`src/rtl/spi_master_if.sv`:
```
// spi_master_if: host handshake plus SPI pin bundle for spi_master.
// master modport is the spi_master view; slave modport is the host/peripheral view.
interface spi_master_if #(
  parameter int DATA_W = 8
);
  logic              start;
  logic [DATA_W-1:0] tx_data;
  logic              hold_cs;
  logic              end_xfer;
  logic [DATA_W-1:0] rx_data;
  logic              rx_valid;
  logic              busy;
  logic              sck;
  logic              ncs;
  logic              mosi;
  logic              miso;

  modport master (
    input  start, tx_data, hold_cs, end_xfer, miso,
    output rx_data, rx_valid, busy, sck, ncs, mosi
  );

  modport slave (
    output start, tx_data, hold_cs, end_xfer, miso,
    input  rx_data, rx_valid, busy, sck, ncs, mosi
  );
endinterface

```
`src/rtl/spi_master.sv`:
```
// spi_master: SPI mode-0 master, MSB first, one word per start, optional held chip select.
// Define SPI_MISO_SYNC_EN to pass miso through a 2-flop synchroniser (needs CLK_DIV >= 3).
module spi_master #(
  parameter int DATA_W  = 8,
  parameter int CLK_DIV = 5,
  parameter int GAP_CYC = 10
) (
  input  logic         clk,
  input  logic         nrst,
  spi_master_if.master bus,
  output logic [2:0]   state_dbg
);

  localparam int BIT_W = $clog2(DATA_W + 1);
  localparam int DIV_W = (CLK_DIV > 1) ? $clog2(CLK_DIV) : 1;
  localparam int GAP_W = (GAP_CYC > 1) ? $clog2(GAP_CYC) : 1;

`ifdef SPI_MISO_SYNC_EN
  if (CLK_DIV < 3) begin : g_bad_div
    $error("spi_master: CLK_DIV must be >= 3 with the miso synchroniser");
  end
`else
  if (CLK_DIV < 2) begin : g_bad_div
    $error("spi_master: CLK_DIV must be >= 2");
  end
`endif
  if (GAP_CYC < 2) begin : g_bad_gap
    $error("spi_master: GAP_CYC must be >= 2");
  end

  typedef enum logic [2:0] {
    S_IDLE    = 3'd0,
    S_SHIFT   = 3'd1,
    S_HOLD    = 3'd2,
    S_CS_HELD = 3'd3,
    S_GAP     = 3'd4
  } state_t;

  // Handshake: start is taken on any clk edge where busy=0 (IDLE or CS_HELD), and
  // tx_data/hold_cs are captured on that same edge; start while busy=1 is dropped.
  // rx_valid is a one-cycle strobe with no back-pressure; rx_data holds until the next one.

  state_t              state_q, state_d;
  logic [DIV_W-1:0]    div_cnt_q, div_cnt_d;
  logic [GAP_W-1:0]    gap_cnt_q, gap_cnt_d;
  logic [BIT_W-1:0]    bit_cnt_q, bit_cnt_d;
  logic [DATA_W-1:0]   shreg_q, shreg_d;
  logic [DATA_W-1:0]   rx_data_q, rx_data_d;
  logic                hold_q, hold_d;
  logic                sck_q, sck_d;
  logic                ncs_q, ncs_d;
  logic                mosi_q, mosi_d;
  logic                busy_q, busy_d;
  logic                rx_valid_q, rx_valid_d;

  logic div_last;
  logic gap_last;
  logic rise_now;
  logic samp_en;
  logic samp_bit;

  assign div_last = (div_cnt_q == DIV_W'(CLK_DIV - 1));
  assign gap_last = (gap_cnt_q == GAP_W'(GAP_CYC - 1));
  // True on the clk edge that drives sck from low to high.
  assign rise_now = (state_q == S_SHIFT) && !sck_q && div_last;

`ifdef SPI_MISO_SYNC_EN
  logic [1:0] miso_sync_q;
  logic [1:0] samp_dly_q;

  // Sampling trails the sck rise by the two synchroniser stages.
  always_ff @(posedge clk or negedge nrst) begin
    if (!nrst) begin
      miso_sync_q <= 2'b00;
      samp_dly_q  <= 2'b00;
    end else begin
      miso_sync_q <= {miso_sync_q[0], bus.miso};
      samp_dly_q  <= {samp_dly_q[0], rise_now};
    end
  end

  assign samp_en  = samp_dly_q[1];
  assign samp_bit = miso_sync_q[1];
`else
  assign samp_en  = rise_now;
  assign samp_bit = bus.miso;
`endif

  always_comb begin
    state_d    = state_q;
    div_cnt_d  = div_cnt_q;
    gap_cnt_d  = gap_cnt_q;
    bit_cnt_d  = bit_cnt_q;
    shreg_d    = shreg_q;
    rx_data_d  = rx_data_q;
    hold_d     = hold_q;
    sck_d      = sck_q;
    ncs_d      = ncs_q;
    mosi_d     = mosi_q;
    busy_d     = busy_q;
    rx_valid_d = 1'b0;

    unique case (state_q)
      S_IDLE, S_CS_HELD: begin
        if (bus.start) begin
          state_d   = S_SHIFT;
          shreg_d   = bus.tx_data;
          hold_d    = bus.hold_cs;
          mosi_d    = bus.tx_data[DATA_W-1];
          ncs_d     = 1'b0;
          busy_d    = 1'b1;
          sck_d     = 1'b0;
          div_cnt_d = '0;
          bit_cnt_d = '0;
        end else if ((state_q == S_CS_HELD) && bus.end_xfer) begin
          state_d   = S_GAP;
          ncs_d     = 1'b1;
          busy_d    = 1'b1;
          gap_cnt_d = '0;
        end
      end

      S_SHIFT: begin
        // The shift register doubles as tx source (MSB side) and rx sink (LSB side).
        if (samp_en) begin
          shreg_d = {shreg_q[DATA_W-2:0], samp_bit};
        end
        if (div_last) begin
          div_cnt_d = '0;
          if (!sck_q) begin
            sck_d = 1'b1;
          end else begin
            sck_d     = 1'b0;
            bit_cnt_d = bit_cnt_q + 1'b1;
            if (bit_cnt_q == BIT_W'(DATA_W - 1)) begin
              state_d = S_HOLD;
            end else begin
              mosi_d = shreg_q[DATA_W-1];
            end
          end
        end else begin
          div_cnt_d = div_cnt_q + 1'b1;
        end
      end

      S_HOLD: begin
        if (div_last) begin
          div_cnt_d  = '0;
          rx_data_d  = shreg_q;
          rx_valid_d = 1'b1;
          if (hold_q) begin
            state_d = S_CS_HELD;
            busy_d  = 1'b0;
          end else begin
            state_d   = S_GAP;
            ncs_d     = 1'b1;
            gap_cnt_d = '0;
          end
        end else begin
          div_cnt_d = div_cnt_q + 1'b1;
        end
      end

      S_GAP: begin
        if (gap_last) begin
          state_d   = S_IDLE;
          busy_d    = 1'b0;
          gap_cnt_d = '0;
        end else begin
          gap_cnt_d = gap_cnt_q + 1'b1;
        end
      end

      default: begin
        state_d = S_IDLE;
        sck_d   = 1'b0;
        ncs_d   = 1'b1;
        busy_d  = 1'b0;
      end
    endcase
  end

  always_ff @(posedge clk or negedge nrst) begin
    if (!nrst) begin
      state_q    <= S_IDLE;
      div_cnt_q  <= '0;
      gap_cnt_q  <= '0;
      bit_cnt_q  <= '0;
      shreg_q    <= '0;
      rx_data_q  <= '0;
      hold_q     <= 1'b0;
      sck_q      <= 1'b0;
      ncs_q      <= 1'b1;
      mosi_q     <= 1'b0;
      busy_q     <= 1'b0;
      rx_valid_q <= 1'b0;
    end else begin
      state_q    <= state_d;
      div_cnt_q  <= div_cnt_d;
      gap_cnt_q  <= gap_cnt_d;
      bit_cnt_q  <= bit_cnt_d;
      shreg_q    <= shreg_d;
      rx_data_q  <= rx_data_d;
      hold_q     <= hold_d;
      sck_q      <= sck_d;
      ncs_q      <= ncs_d;
      mosi_q     <= mosi_d;
      busy_q     <= busy_d;
      rx_valid_q <= rx_valid_d;
    end
  end

  assign bus.sck      = sck_q;
  assign bus.ncs      = ncs_q;
  assign bus.mosi     = mosi_q;
  assign bus.busy     = busy_q;
  assign bus.rx_valid = rx_valid_q;
  assign bus.rx_data  = rx_data_q;
  assign state_dbg    = state_q;

endmodule

```
`src/flat_wrapper.sv`:
```
// flat-port wrapper written by rule: the top's interface ports become plain ports
module spi_master_flat 
#(
  parameter int DATA_W  = 8,
  parameter int CLK_DIV = 5,
  parameter int GAP_CYC = 10
)
  (clk, nrst, state_dbg, bus_start, bus_tx_data, bus_hold_cs, bus_end_xfer, bus_miso, bus_rx_data, bus_rx_valid, bus_busy, bus_sck, bus_ncs, bus_mosi);
  spi_master_if #(.DATA_W(DATA_W)) bus_i ();
  input  logic clk;
  input  logic nrst;
  output logic [2:0] state_dbg;
  input wire logic [$bits(bus_i.start)-1:0] bus_start;
  input wire logic [$bits(bus_i.tx_data)-1:0] bus_tx_data;
  input wire logic [$bits(bus_i.hold_cs)-1:0] bus_hold_cs;
  input wire logic [$bits(bus_i.end_xfer)-1:0] bus_end_xfer;
  input wire logic [$bits(bus_i.miso)-1:0] bus_miso;
  output wire logic [$bits(bus_i.rx_data)-1:0] bus_rx_data;
  output wire logic [$bits(bus_i.rx_valid)-1:0] bus_rx_valid;
  output wire logic [$bits(bus_i.busy)-1:0] bus_busy;
  output wire logic [$bits(bus_i.sck)-1:0] bus_sck;
  output wire logic [$bits(bus_i.ncs)-1:0] bus_ncs;
  output wire logic [$bits(bus_i.mosi)-1:0] bus_mosi;
  assign bus_i.start = bus_start;
  assign bus_i.tx_data = bus_tx_data;
  assign bus_i.hold_cs = bus_hold_cs;
  assign bus_i.end_xfer = bus_end_xfer;
  assign bus_i.miso = bus_miso;
  assign bus_rx_data = bus_i.rx_data;
  assign bus_rx_valid = bus_i.rx_valid;
  assign bus_busy = bus_i.busy;
  assign bus_sck = bus_i.sck;
  assign bus_ncs = bus_i.ncs;
  assign bus_mosi = bus_i.mosi;
  spi_master #(.DATA_W(DATA_W), .CLK_DIV(CLK_DIV), .GAP_CYC(GAP_CYC)) u_core (.clk(clk), .nrst(nrst), .bus(bus_i), .state_dbg(state_dbg));
endmodule
```
`config.mk`:
```
export PLATFORM = sky130hd
export DESIGN_NAME = spi_master_flat
export DESIGN_NICKNAME = d
export VERILOG_FILES = /design/src/rtl/spi_master_if.sv /design/src/rtl/spi_master.sv /design/src/flat_wrapper.sv
export SDC_FILE = /design/constraint.sdc
export NUM_CORES = 1
export LEC_CHECK = 0
export ABC_AREA = 1
export CAP_MARGIN = 5
export CORE_MARGIN = 1.5
export CORE_UTILIZATION = 53
export DETAILED_ROUTE_END_ITERATION = 6
export HOLD_SLACK_MARGIN = 0.08
export PLACE_DENSITY = 0.79
export RECOVER_POWER = 100
export SYNTH_ARGS = -nofsm -noshare
export SYNTH_HDL_FRONTEND = slang
export SYNTH_SLANG_ARGS = --single-unit
export TNS_END_PERCENT = 1
```
`constraint.sdc`:
```
create_clock -name clk -period 2.15 [get_ports clk]
set_clock_uncertainty 0.1 [all_clocks]
set_input_delay 0.3225 -clock clk [delete_from_list [all_inputs] [get_ports clk]]
set_output_delay 0.3225 -clock clk [all_outputs]
set_load 0.05 [all_outputs]
```
==> Implementation_results.wiki, run 1 <==
{| class="wikitable"
! Metric !! Value
|-
| Post-synthesis instance area || 1951 um2
|-
| Critical path buffer and inverter count || 1
|-
| Total routed wirelength || 4017 um
|-
| Largest family of logic cells by synthesized area || simple AND/OR/NAND/NOR gates
|-
| EDFF count, synth || 0
|-
| Most used DFF post-synth || sky130_fd_sc_hd__dfrtp_1
|-
| Cell type with the highest aggregate area in the netlist || sky130_fd_sc_hd__dfrtp_1
|-
| Top achievable clock speed || 0.4877 GHz
|-
| CP required || 1.73 ns
|-
| Worst slack on hold paths || 0.3585 ns
|-
| Detailed router's first-iteration violation count || 124
|-
| GRT Overall Usage || 22.99%
|-
| Cell total after placement || 315
|-
| Number of placement rows || 21
|-
| Setup violations, final || 0
|-
| Starting density of the core || 56.67%
|-
| Clock sinks || 36
|-
| Router iterations before antenna repair || 4
|-
| Via count of the first global-routing pass || 1565
|-
| Vias/cell || 5.034
|-
| Final weighted congestion in routability-driven placement || 0.9354
|-
| Post-synthesis xor/xnor area fraction || 1.347%
|-
| Share of Yosys cell area claimed by the top area cell type || 44.90%
|-
| Count of unique library cells instantiated by Yosys || 27
|-
| Cell types with the largest area share after synthesis || sky130_fd_sc_hd__dfrtp_1 45%, sky130_fd_sc_hd__nand2_1 15%, sky130_fd_sc_hd__inv_1 5.2%, sky130_fd_sc_hd__nand3_1 4.1%, sky130_fd_sc_hd__o21ai_0 3.6%
|-
| Post-route DRC || 0
|-
| Met2 WL || 1989 um
|-
| Crit end category || primary output
|-
| Synth Area in Compound Gates || 12.96%
|-
| Met1 WL || 1816 um
|-
| Most frequently used cell type in the post-synthesis netlist || sky130_fd_sc_hd__nand2_1
|-
| Pwr dens || 1438 nW/um2
|-
| Number of standard cells in the layout, taps in and fillers out || 323
|-
| Hold Crit Class || register to register
|-
| Maximum count of clock buffers along a single path || 2
|-
| Root cell of the clock tree || sky130_fd_sc_hd__clkbuf_8
|-
| Share of the yosys chip area belonging to registers || 46.25%
|-
| Routed wirelength normalized by instance count || 12.44 um
|-
| TritonCTS clock tree || done
|-
| TritonCTS buffer count || 5
|-
| Insertion delay of the later-clocked pin in the worst-skew pair || 0.29 ns
|-
| Series of cell instances along the critical path || dlygate4sd3_1
|-
| Flip-flop and latch count after synthesis || 36
|-
| Count of mapped cells out of synthesis || 243
|-
| Total number of H-tree levels || 2
|-
| Cells resized by post-CTS repair || 0
|-
| Kind of start point of the critical path || register
|-
| Antenna violations before repair || 0
|-
| Number of nets in the layout || 295
|-
| Clock period minus worst slack || 2.051 ns
|-
| Antenna Nets Post-Route || 0
|-
| Synth async-reset ratio || 100.0%
|-
| Via count || 1626
|-
| Layout cells sized above 1 || 10.11%
|-
| Number of buffers added to fix hold violations after cts || 0
|-
| RSZ-0062 raised after global routing || no
|-
| Count of boundary I/O pins || 30
|-
| Arrival time worst endpoint || 1.63 ns
|-
| Crit path kind || register to primary output
|-
| Core Box Area || 3442 um2
|-
| Total of warnings raised by yosys || 0
|-
| Total of max-cap violations || 0
|-
| Share of synthesized area spent on multiplexers || 0%
|-
| Overall overflow remaining after global route || 0
|-
| Synth Area in Adders || 3.207%
|-
| Stage delay of the slowest cell on the critical path || 0.90 ns
|-
| DPL Wire Length || 2862 um
|-
| Met3 routed wirelength || 156 um
|-
| Input/output buffers || 29
|-
| First-pass GRT wire length || 7107 um
|-
| Result of the run || finished, final reports clean
|-
| Worst IR Drop VDD || 0.0007277 V
|-
| Final period utilization || 95.37%
|-
| Setup Fix Bufs, Post-CTS || 0
|-
| Diodes inserted || 0
|-
| Clock slew at the register clock pins of the worst setup and hold paths || 0.07 ns
|-
| Top layer reached by signal wires || met4
|-
| CP top delay family || buffers and inverters
|-
| Final sum of negative setup slack || 0 ns
|-
| Post-route worst setup slack || 0.09947 ns
|-
| Post-synthesis to final-layout area growth || 19.18%
|-
| Die Height || 63.67 um
|-
| Total Die Area || 4053 um2
|-
| Worst Tran Pin Value || 0.9024 ns
|-
| Average footprint of a synthesized cell || 8.027 um2
|-
| Leak || 1.228 nW
|-
| Worst setup slack after placement || 0.3953 ns
|-
| Final count of pins violating max slew || 0
|-
| Mapped Nets || 262
|-
| Library cell contributing the largest single delay on the critical path || sky130_fd_sc_hd__dlygate4sd3_1
|-
| Horizontal die dimension || 63.67 um
|-
| Maximum number of pins on one net before global-route repair || 37
|-
| Final hold vios || 0
|-
| Post-synthesis share of cell area spent on and, or, nand and nor gates || 28.42%
|-
| Maximum net fanout on the critical path || 6
|-
| Normalized max-slew margin || 39.84%
|-
| Top cells by instance count after synthesis || 77 x sky130_fd_sc_hd__nand2_1, 35 x sky130_fd_sc_hd__dfrtp_1, 27 x sky130_fd_sc_hd__inv_1, 16 x sky130_fd_sc_hd__nand3_1, 15 x sky130_fd_sc_hd__nor2_1
|}
## per-layer routing
metal	global-route usage [%]	vias up
li1	-	837
met1	28.99	748
met2	38.29	35
met3	5.357	6
met4	8.696	0
met5	0	-
## sequential cells by signal, summed over array words and instances, names as in the netlist
name                 count
u_core.bus.rx_data       8
u_core.shreg_q           8
u_core.bit_cnt_q         4
u_core.gap_cnt_q         4
u_core.div_cnt_q         3
u_core.state_dbg         3
u_core.bus.busy          1
u_core.bus.mosi          1
u_core.bus.ncs           1
u_core.bus.rx_valid      1
u_core.bus.sck           1
u_core.hold_q            1
## kinds of logic (layout without fill, tap and decap cells)
kind of cell / after synthesis / count (layout)
buffers and inverters: 36 / 70
adders and majority gates: 5 / 5
and+or+nand+nor: 123 / 123
xor gates and xnor gates: 3 / 3
AOI/OAI and AO/OA: 40 / 40
DFF: 36 / 36
## layout by cell type (no fill, tap or decap), drive strengths merged
| master | synthesis | layout |
|---|---|---|
| a21oi | 8 | 8 |
| bufinv | 0 | 1 |
| clkbuf | 1 | 9 |
| clkdlybuf4s50 | 0 | 14 |
| clkinv | 0 | 1 |
| dfrtp | 35 | 35 |
| dfstp | 1 | 1 |
| dlygate4sd3 | 0 | 14 |
| ha | 5 | 5 |
| inv | 31 | 31 |
| nand2 | 83 | 83 |
| nand3 | 18 | 18 |
| nand4 | 1 | 1 |
| nor2 | 17 | 17 |
| nor3 | 2 | 2 |
| o21ai | 32 | 32 |
| or2 | 2 | 2 |
| xnor2 | 2 | 2 |
| xor2 | 1 | 1 |
## layout make-up
type | count | area, um2
clock buffer | 6 | 72.57
clock inverter | 2 | 35.03
fill | 295 | 1117
inverter | 31 | 116.4
multi-input combinational | 171 | 844.6
sequential | 36 | 902.1
tap | 46 | 57.56
timing repair buffer | 31 | 296.5
## where the power goes
group | leakage [nW] | internal, W | switching (W)
clock network | 0.0552 | 0.000344 | 0.000247
logic | 0.701 | 0.000513 | 0.00116
registers | 0.472 | 0.000921 | 0.000158
## worst paths after layout
check / startpoint / to / slack, ns / cells past startpoint
worst min-delay path: u_core.bus.ncs / u_core.bus.ncs / 0.36 / 2
worst max-delay path: u_core.state_dbg[2] / state_dbg[2] / 0.1 / 1
max in group asynchronous: nrst / u_core.gap_cnt_q[0] / 0.80 / 2
worst max register to register: u_core.state_dbg[1] / u_core.shreg_q[6] / 0.20 / 8
min in group asynchronous: nrst / u_core.state_dbg[2] / 0.59 / 2
worst min register to register: u_core.bus.ncs / u_core.bus.ncs / 0.36 / 2
## through the flow
| step | power [W] | area [um2] | util (%) |
|---|---|---|---|
| 2_1_floorplan | 0.002451 | 1951 | - |
| 4_1_cts | 0.003505 | 2382 | 69.21 |
| 3_5_place_dp | 0.002904 | 2275 | 66.09 |
| 6_report | 0.003342 | 2325 | 67.54 |
| 5_1_grt | 0.003594 | 2325 | 67.54 |
| 3_3_place_gp | 0.002848 | 2275 | 66.09 |
Power figures use the tool's default switching activity.
==> run 2, diff against run 1 <==
--- a/config.mk
+++ b/config.mk
@@ -7,7 +7,7 @@
 export LEC_CHECK = 0
 export ABC_AREA = 1
 export CAP_MARGIN = 5
-export CORE_MARGIN = 1.5
+export CORE_MARGIN = 2
 export CORE_UTILIZATION = 53
 export DETAILED_ROUTE_END_ITERATION = 6
 export HOLD_SLACK_MARGIN = 0.08
==> run 2 against run 1 <==
Die area grew 3.2%. Hold slack gained 0.016 ns. Critical path type unchanged. Sequential share of layout area shrank 0.10 points. Worst setup slack lost 0.013 ns. First-iteration DRC count shrank 49%. Critical path depth is the same. Power shrank 1.5%. Critical endpoint is now state_dbg[0]. Register-to-register slack gained 0.09 ns. Combinational power shrank 2%. Cell area grew 0.27%. Largest power group unchanged. Final cell count grew 0.93%. Fmax shrank 0.64%.
==> Implementation_results.wiki, run 2 (same netlist as run 1, synthesis figures left out) <==
{| class="wikitable"
! Metric !! Value
|-
| Worst IR Drop VDD || 0.0007298 V (+0.30%)
|-
| Core Box Area || 3606 um2 (+4.8%)
|-
| Clock period minus worst slack || 2.064 ns (+0.01328 ns)
|-
| DPL Wire Length || 2592 um (-9.4%)
|-
| Maximum count of clock buffers along a single path || 2 (unchanged)
|-
| Total net switching power || 0.001514 W (-3.1%)
|-
| Starting density of the core || 54.09% (-2.6 points)
|-
| Total of max-cap violations || 0 (unchanged)
|-
| Count of boundary I/O pins || 30 (unchanged)
|-
| Pwr dens || 1412 nW/um2 (-1.8%)
|-
| Clock slew at the register clock pins of the worst setup and hold paths || 0.07 ns (about the same)
|-
| Kind of start point of the critical path || register
|-
| Worst setup slack after placement || 0.4096 ns (+0.01424 ns)
|-
| First-pass GRT wire length || 6589 um (-7.3%)
|-
| Input/output buffers || 29 (unchanged)
|-
| Number of placement rows || 22 (+4.8%)
|-
| Internal reg-to-reg setup slack || 0.29 ns (+0.09 ns)
|-
| Clock sinks || 36 (unchanged)
|-
| Detailed router's first-iteration violation count || 63 (-49%)
|-
| Critical path buffer and inverter count || 1 (unchanged)
|-
| Crit path kind || register to primary output
|-
| Maximum net fanout on the critical path || 6 (unchanged)
|-
| Result of the run || finished, final reports clean
|-
| Layout cells sized above 1 || 9.712% (-0.40 points)
|-
| Cells resized by post-CTS repair || 0 (unchanged)
|-
| Final period utilization || 95.99% (+0.62 points)
|-
| TritonCTS buffer count || 5 (unchanged)
|-
| Worst slack on hold paths || 0.3745 ns (+0.01600 ns)
|-
| Post-route DRC || 0 (unchanged)
|-
| CP top delay family || buffers and inverters
|-
| Series of cell instances along the critical path || dlygate4sd3_1
|-
| Diodes inserted || 0 (unchanged)
|-
| CP required || 1.73 ns (about the same)
|-
| Worst Tran Pin Value || 0.8568 ns (-0.04554 ns)
|-
| Final hold vios || 0 (unchanged)
|-
| Internal power contribution || 0.001777 W (about the same)
|-
| Root cell of the clock tree || sky130_fd_sc_hd__clkbuf_8
|-
| Final sum of negative setup slack || 0 ns (unchanged)
|-
| Combinational group share of total power || 49.5% (-0.5 points)
|-
| Crit end category || primary output
|-
| Number of buffers added to fix hold violations after cts || 0 (unchanged)
|-
| Hold Crit Class || register to register
|-
| Maximum number of pins on one net before global-route repair || 37 (unchanged)
|-
| Via count of the first global-routing pass || 1533 (-2.0%)
|-
| RSZ-0062 raised after global routing || no
|-
| Insertion delay of the later-clocked pin in the worst-skew pair || 0.29 ns (about the same)
|-
| Top achievable clock speed || 0.4845 GHz (-0.64%)
|-
| Most frequent standard cell in the layout excluding fill and tap cells || sky130_fd_sc_hd__nand2_1
|-
| Stage delay of the slowest cell on the critical path || 0.90 ns (about the same)
|-
| Setup violations, final || 0 (unchanged)
|-
| Die Height || 64.67 um (+1.6%)
|-
| Antenna Nets Post-Route || 0 (unchanged)
|-
| Horizontal die dimension || 64.67 um (+1.6%)
|-
| Normalized max-slew margin || 42.88% (+3.0 points)
|-
| Antenna violations before repair || 0 (unchanged)
|-
| Arrival time worst endpoint || 1.64 ns (about the same)
|-
| Leak || 1.235 nW (+0.52%)
|-
| Final count of pins violating max slew || 0 (unchanged)
|-
| Post-synthesis to final-layout area growth || 19.50%
|-
| GRT Overall Usage || 20.57% (-2.4 points)
|-
| Routed wirelength normalized by instance count || 11.35 um (-8.7%)
|-
| Total number of H-tree levels || 2 (unchanged)
|-
| Post-Route Utilization || 64.64% (-2.9 points)
|-
| TritonCTS clock tree || done
|-
| Sequential power share || 32.7% (+0.4 points)
|-
| Total routed wirelength || 3701 um (-7.9%)
|-
| Overall overflow remaining after global route || 0 (unchanged)
|-
| Setup Fix Bufs, Post-CTS || 0 (unchanged)
|-
| Total Die Area || 4182 um2 (+3.2%)
|-
| Switching share of power || 46.01% (-0.77 points)
|-
| Final weighted congestion in routability-driven placement || 0.8068 (-14%)
|-
| Post-route worst setup slack || 0.08620 ns (-0.01328 ns)
|-
| Library cell contributing the largest single delay on the critical path || sky130_fd_sc_hd__dlygate4sd3_1
|-
| Relative contribution of the clock network to total power || 17.8% (about the same)
|-
| Highest-count cells in the layout ignoring fill and taps || 80 x sky130_fd_sc_hd__nand2_1, 35 x sky130_fd_sc_hd__dfrtp_1, 29 x sky130_fd_sc_hd__inv_1, 28 x sky130_fd_sc_hd__o21ai_0, 17 x sky130_fd_sc_hd__nand3_1
|-
| Vias/cell || 4.979 (-1.1%)
|-
| Via count || 1623 (-0.18%)
|-
| Number of nets in the layout || 296 (+0.34%)
|-
| Router iterations before antenna repair || 4 (unchanged)
|}
[run 2: cell types whose count changed in the layout (fill, tap and decap cells not counted)]
| cell | change |
|---|---|
| sky130_fd_sc_hd__clkbuf_4 | -1 |
| sky130_fd_sc_hd__inv_2 | -1 |
| sky130_fd_sc_hd__clkdlybuf4s50_1 | -1 |
| sky130_fd_sc_hd__inv_1 | +1 |
| sky130_fd_sc_hd__o21ai_0 | +1 |
| sky130_fd_sc_hd__dlygate4sd3_1 | +1 |
| sky130_fd_sc_hd__o21ai_2 | -1 |
| sky130_fd_sc_hd__buf_4 | +2 |
[run 2: worst paths after layout]
check / from / endpoint / cells past startpoint
setup / recovery: u_core.state_dbg[0] / state_dbg[0] / 1
hold / removal: u_core.bus.ncs / u_core.bus.ncs / 2
setup reg to reg: u_core.state_dbg[1] / u_core.shreg_q[1] / 8
hold reg to reg: u_core.bus.ncs / u_core.bus.ncs / 2
max in group asynchronous: nrst / u_core.bit_cnt_q[1] / 2
min in group asynchronous: nrst / u_core.bus.busy / 2
[run 2: power groups by stage]
stage	registers [W]	logic, W	clock network [W]
CTS	0.00109	0.00180	0.000600
finish	0.00108	0.00163	0.000585
floorplan	0.00140	0.00105	0
global route	0.00111	0.00183	0.000632
detailed placement	0.00110	0.00179	0
global placement	0.00109	0.00176	0
[run 2: metal layers]
layer | routed length, um | GRT usage [%] | vias to the layer above | share of wire (%)
met1 | 1708 | 26.19 | 738 | 46
met2 | 1732 | 32.03 | 44 | 47
met3 | 207 | 6.597 | 4 | 5.6
li1 | - | - | 837 | -
met5 | 0 | 0 | - | 0
met4 | 53 | 9.309 | 0 | 1.4
[run 2: through the flow]
step                      std cells  cell area (um2)  power (W)
final                           326             2331   0.003291
after global routing            326             2331   0.003566
after CTS                       326             2392   0.003486
after detailed placement        318             2285   0.002891
after global placement          318             2285   0.002858
after floorplan                 243             1951   0.002451
[run 2: tightest hold or removal path, delay by kind of cell, from the launching register on]
| family | cells | cell delay, ns |
|---|---|---|
| and+or+nand+nor | 2 | 0.11 |
| DFF | 1 | 0.37 |
[run 2: cell type report]
cell class / instances / area (um2)
Fill cell: 334 / 1275
Sequential cell: 36 / 902.1
Multi-Input combinational cell: 171 / 840.8
Timing Repair Buffer: 32 / 304.0
Inverter: 31 / 116.4
Clock buffer: 6 / 72.57
Tap cell: 48 / 60.06
Clock inverter: 2 / 35.03
==> run 3, diff against run 2 <==
--- a/config.mk
+++ b/config.mk
@@ -8,10 +8,10 @@
 export ABC_AREA = 1
 export CAP_MARGIN = 5
 export CORE_MARGIN = 2
-export CORE_UTILIZATION = 53
+export CORE_UTILIZATION = 45
 export DETAILED_ROUTE_END_ITERATION = 6
 export HOLD_SLACK_MARGIN = 0.08
-export PLACE_DENSITY = 0.79
+export PLACE_DENSITY = 0.69
 export RECOVER_POWER = 100
 export SYNTH_ARGS = -nofsm -noshare
 export SYNTH_HDL_FRONTEND = slang
==> constraint.sdc (replaced) <==
create_clock -name clk -period 2.3 [get_ports clk]
set_clock_uncertainty 0.1 [all_clocks]
set_input_delay 0.345 -clock clk [delete_from_list [all_inputs] [get_ports clk]]
set_output_delay 0.345 -clock clk [all_outputs]
set_load 0.05 [all_outputs]
==> run 3 against run 2 <==
Final cell count unchanged. Sequential share of layout area increased by 0.34 points. Sequential cell count unchanged. Clock-buffer cell count increased by 2.
==> Implementation_results.wiki, run 3 (same netlist as run 1, synthesis figures left out) <==
{| class="wikitable"
! Metric !! Value
|-
| Origin of the worst min-delay path || u_core.bus.ncs
|-
| Post-synthesis to final-layout area growth || 18.47%
|-
| Total number of H-tree levels || 2 (unchanged)
|-
| Total of max-cap violations || 0 (unchanged)
|-
| Stage delay of the slowest cell on the critical path || 0.86 ns (-0.04 ns)
|-
| Leak || 1.213 nW (-1.7%)
|-
| Final sum of negative setup slack || 0 ns (unchanged)
|-
| Diodes inserted || 0 (unchanged)
|-
| Worst IR Drop VDD || 0.0005630 V (-23%)
|-
| Antenna violations before repair || 0 (unchanged)
|-
| Most frequent standard cell in the layout excluding fill and tap cells || sky130_fd_sc_hd__nand2_1
|-
| Normalized max-slew margin || 40.04% (-2.8 points)
|-
| Detailed router's first-iteration violation count || 148 (+130%)
|-
| Final weighted congestion in routability-driven placement || 0.8462 (+4.9%)
|-
| Layout cells sized above 1 || 8.696% (-1.0 points)
|-
| Number of nets in the layout || 294 (-0.68%)
|-
| Pwr dens || 1284 nW/um2 (-9.1%)
|-
| Routed wirelength normalized by instance count || 11.50 um (+1.3%)
|-
| Library cell contributing the largest single delay on the critical path || sky130_fd_sc_hd__dlygate4sd3_1
|-
| Power after layout || 0.002966 W (-9.9%)
|-
| Core Box Area || 4086 um2 (+13%)
|-
| Final hold vios || 0 (unchanged)
|-
| Kind of start point of the critical path || register
|-
| Crit path kind || register to primary output
|-
| Total Die Area || 4878 um2 (+17%)
|-
| Clock period minus worst slack || 2.128 ns
|-
| Starting density of the core || 47.73% (-6.4 points)
|-
| Result of the run || finished, final reports clean
|-
| Maximum net fanout on the critical path || 2 (-4)
|-
| Crit end category || primary output
|-
| Worst r2r path cells || 6 (-2)
|-
| Endpoint of the worst-slack reg-to-reg timing path || u_core.shreg_q[7]
|-
| Overall overflow remaining after global route || 0 (unchanged)
|-
| Clock sinks || 36 (unchanged)
|-
| Clock slew at the register clock pins of the worst setup and hold paths || 0.07 ns (about the same)
|-
| Final count of pins violating max slew || 0 (unchanged)
|-
| GRT Overall Usage || 17.48% (-3.1 points)
|-
| Top achievable clock speed || 0.4700 GHz
|-
| Antenna Nets Post-Route || 0 (unchanged)
|-
| Root cell of the clock tree || sky130_fd_sc_hd__clkbuf_8
|-
| Final period utilization || 92.51%
|-
| Series of cell instances along the critical path || dlygate4sd3_1
|-
| Worst Tran Pin Value || 0.8994 ns (+0.04257 ns)
|-
| RSZ-0062 raised after global routing || no
|-
| First-pass GRT wire length || 6865 um (+4.2%)
|-
| Hold Crit Class || register to register
|-
| Via count of the first global-routing pass || 1562 (+1.9%)
|-
| Maximum count of clock buffers along a single path || 2 (unchanged)
|-
| Arrival time worst endpoint || 1.68 ns (+0.04 ns)
|-
| Die Height || 69.84 um (+8.0%)
|-
| TritonCTS buffer count || 5 (unchanged)
|-
| Critical path buffer and inverter count || 1 (unchanged)
|-
| Setup violations, final || 0 (unchanged)
|-
| Highest-count cells in the layout ignoring fill and taps || 78 x sky130_fd_sc_hd__nand2_1, 35 x sky130_fd_sc_hd__dfrtp_1, 31 x sky130_fd_sc_hd__o21ai_0, 29 x sky130_fd_sc_hd__inv_1, 17 x sky130_fd_sc_hd__nand3_1
|-
| Maximum number of pins on one net before global-route repair || 37 (unchanged)
|-
| CP top delay family || buffers and inverters
|-
| Hold Crit Endpoint || u_core.bus.ncs
|-
| TritonCTS clock tree || done
|-
| Worst Setup SP || u_core.bus.ncs
|-
| Number of placement rows || 23 (+4.5%)
|-
| CP required || 1.86 ns (+0.13 ns)
|-
| Post-route DRC || 0 (unchanged)
|-
| Input/output buffers || 29 (unchanged)
|-
| DPL Wire Length || 2635 um (+1.7%)
|-
| Via count || 1582 (-2.5%)
|-
| Insertion delay of the later-clocked pin in the worst-skew pair || 0.29 ns (about the same)
|-
| Router iterations before antenna repair || 4 (unchanged)
|-
| Count of boundary I/O pins || 30 (unchanged)
|-
| Total routed wirelength || 3749 um (+1.3%)
|-
| Hold path cells || 2 (unchanged)
|-
| Worst flop-to-flop path startpoint || u_core.state_dbg[1]
|-
| Internal reg-to-reg setup slack || 0.45 ns (+0.16 ns)
|-
| Vias/cell || 4.853 (-2.5%)
|-
| Horizontal die dimension || 69.84 um (+8.0%)
|}
==> run 3: worst max-delay path by stage <==
stage | endpoint | slack [ns] | cells past startpoint
2_1_floorplan | u_core.shreg_q[5] | 0.52 | 9
3_3_place_gp | state_dbg[1] | 0.40 | 1
3_5_place_dp | state_dbg[1] | 0.38 | 1
4_1_cts | state_dbg[1] | 0.05 | 1
5_1_grt | bus_ncs | 0.14 | 1
6_report | bus_ncs | 0.17 | 1
==> run 3: what timing repair did <==
item | CTS | global route
hold buffers | 1 | 0
endpoints found under the setup margin | 0 | 1
endpoints found under the hold margin | 31 | 0
gates resized for setup | 0 | 1
buffers inserted | 0 | 0
==> run 3: cell type report <==
cell class / count / area, um2
fillers: 396 / 1775
flip-flops and latches: 36 / 902.1
multi-input cells: 171 / 850.8
repair buffers: 30 / 289.0
inverters: 31 / 116.4
clock buffers: 8 / 90.09
well taps: 50 / 62.56
==> run 3: layer usage <==
metal	vias to the layer above	global-route usage (%)	wire length, um
met5	-	0	0
met4	0	5.769	59
met3	8	4.506	177
met2	33	28.57	1653
met1	714	22.58	1859
li1	827	-	-
==> run 3: through the flow <==
step / util [%] / std cells / hold slack (ns) / area (um2) / setup WS, ns
5_1_grt: 56.55 / 326 / 0.3964 / 2311 / 0.1367
6_report: 56.55 / 326 / 0.3612 / 2311 / 0.1723
3_5_place_dp: 55.36 / 317 / 0.3575 / 2262 / 0.3824
3_3_place_gp: 55.36 / 317 / 0.3489 / 2262 / 0.4030
2_1_floorplan: - / 243 / -0.05059 / 1951 / 0.5173
4_1_cts: 57.81 / 326 / 0.3688 / 2362 / 0.05306
==> run 3: where the power goes <==
group	switching (W)	internal, W
Combinational	0.00103	0.000456
Sequential	0.000146	0.000862
Clock	0.000224	0.000244
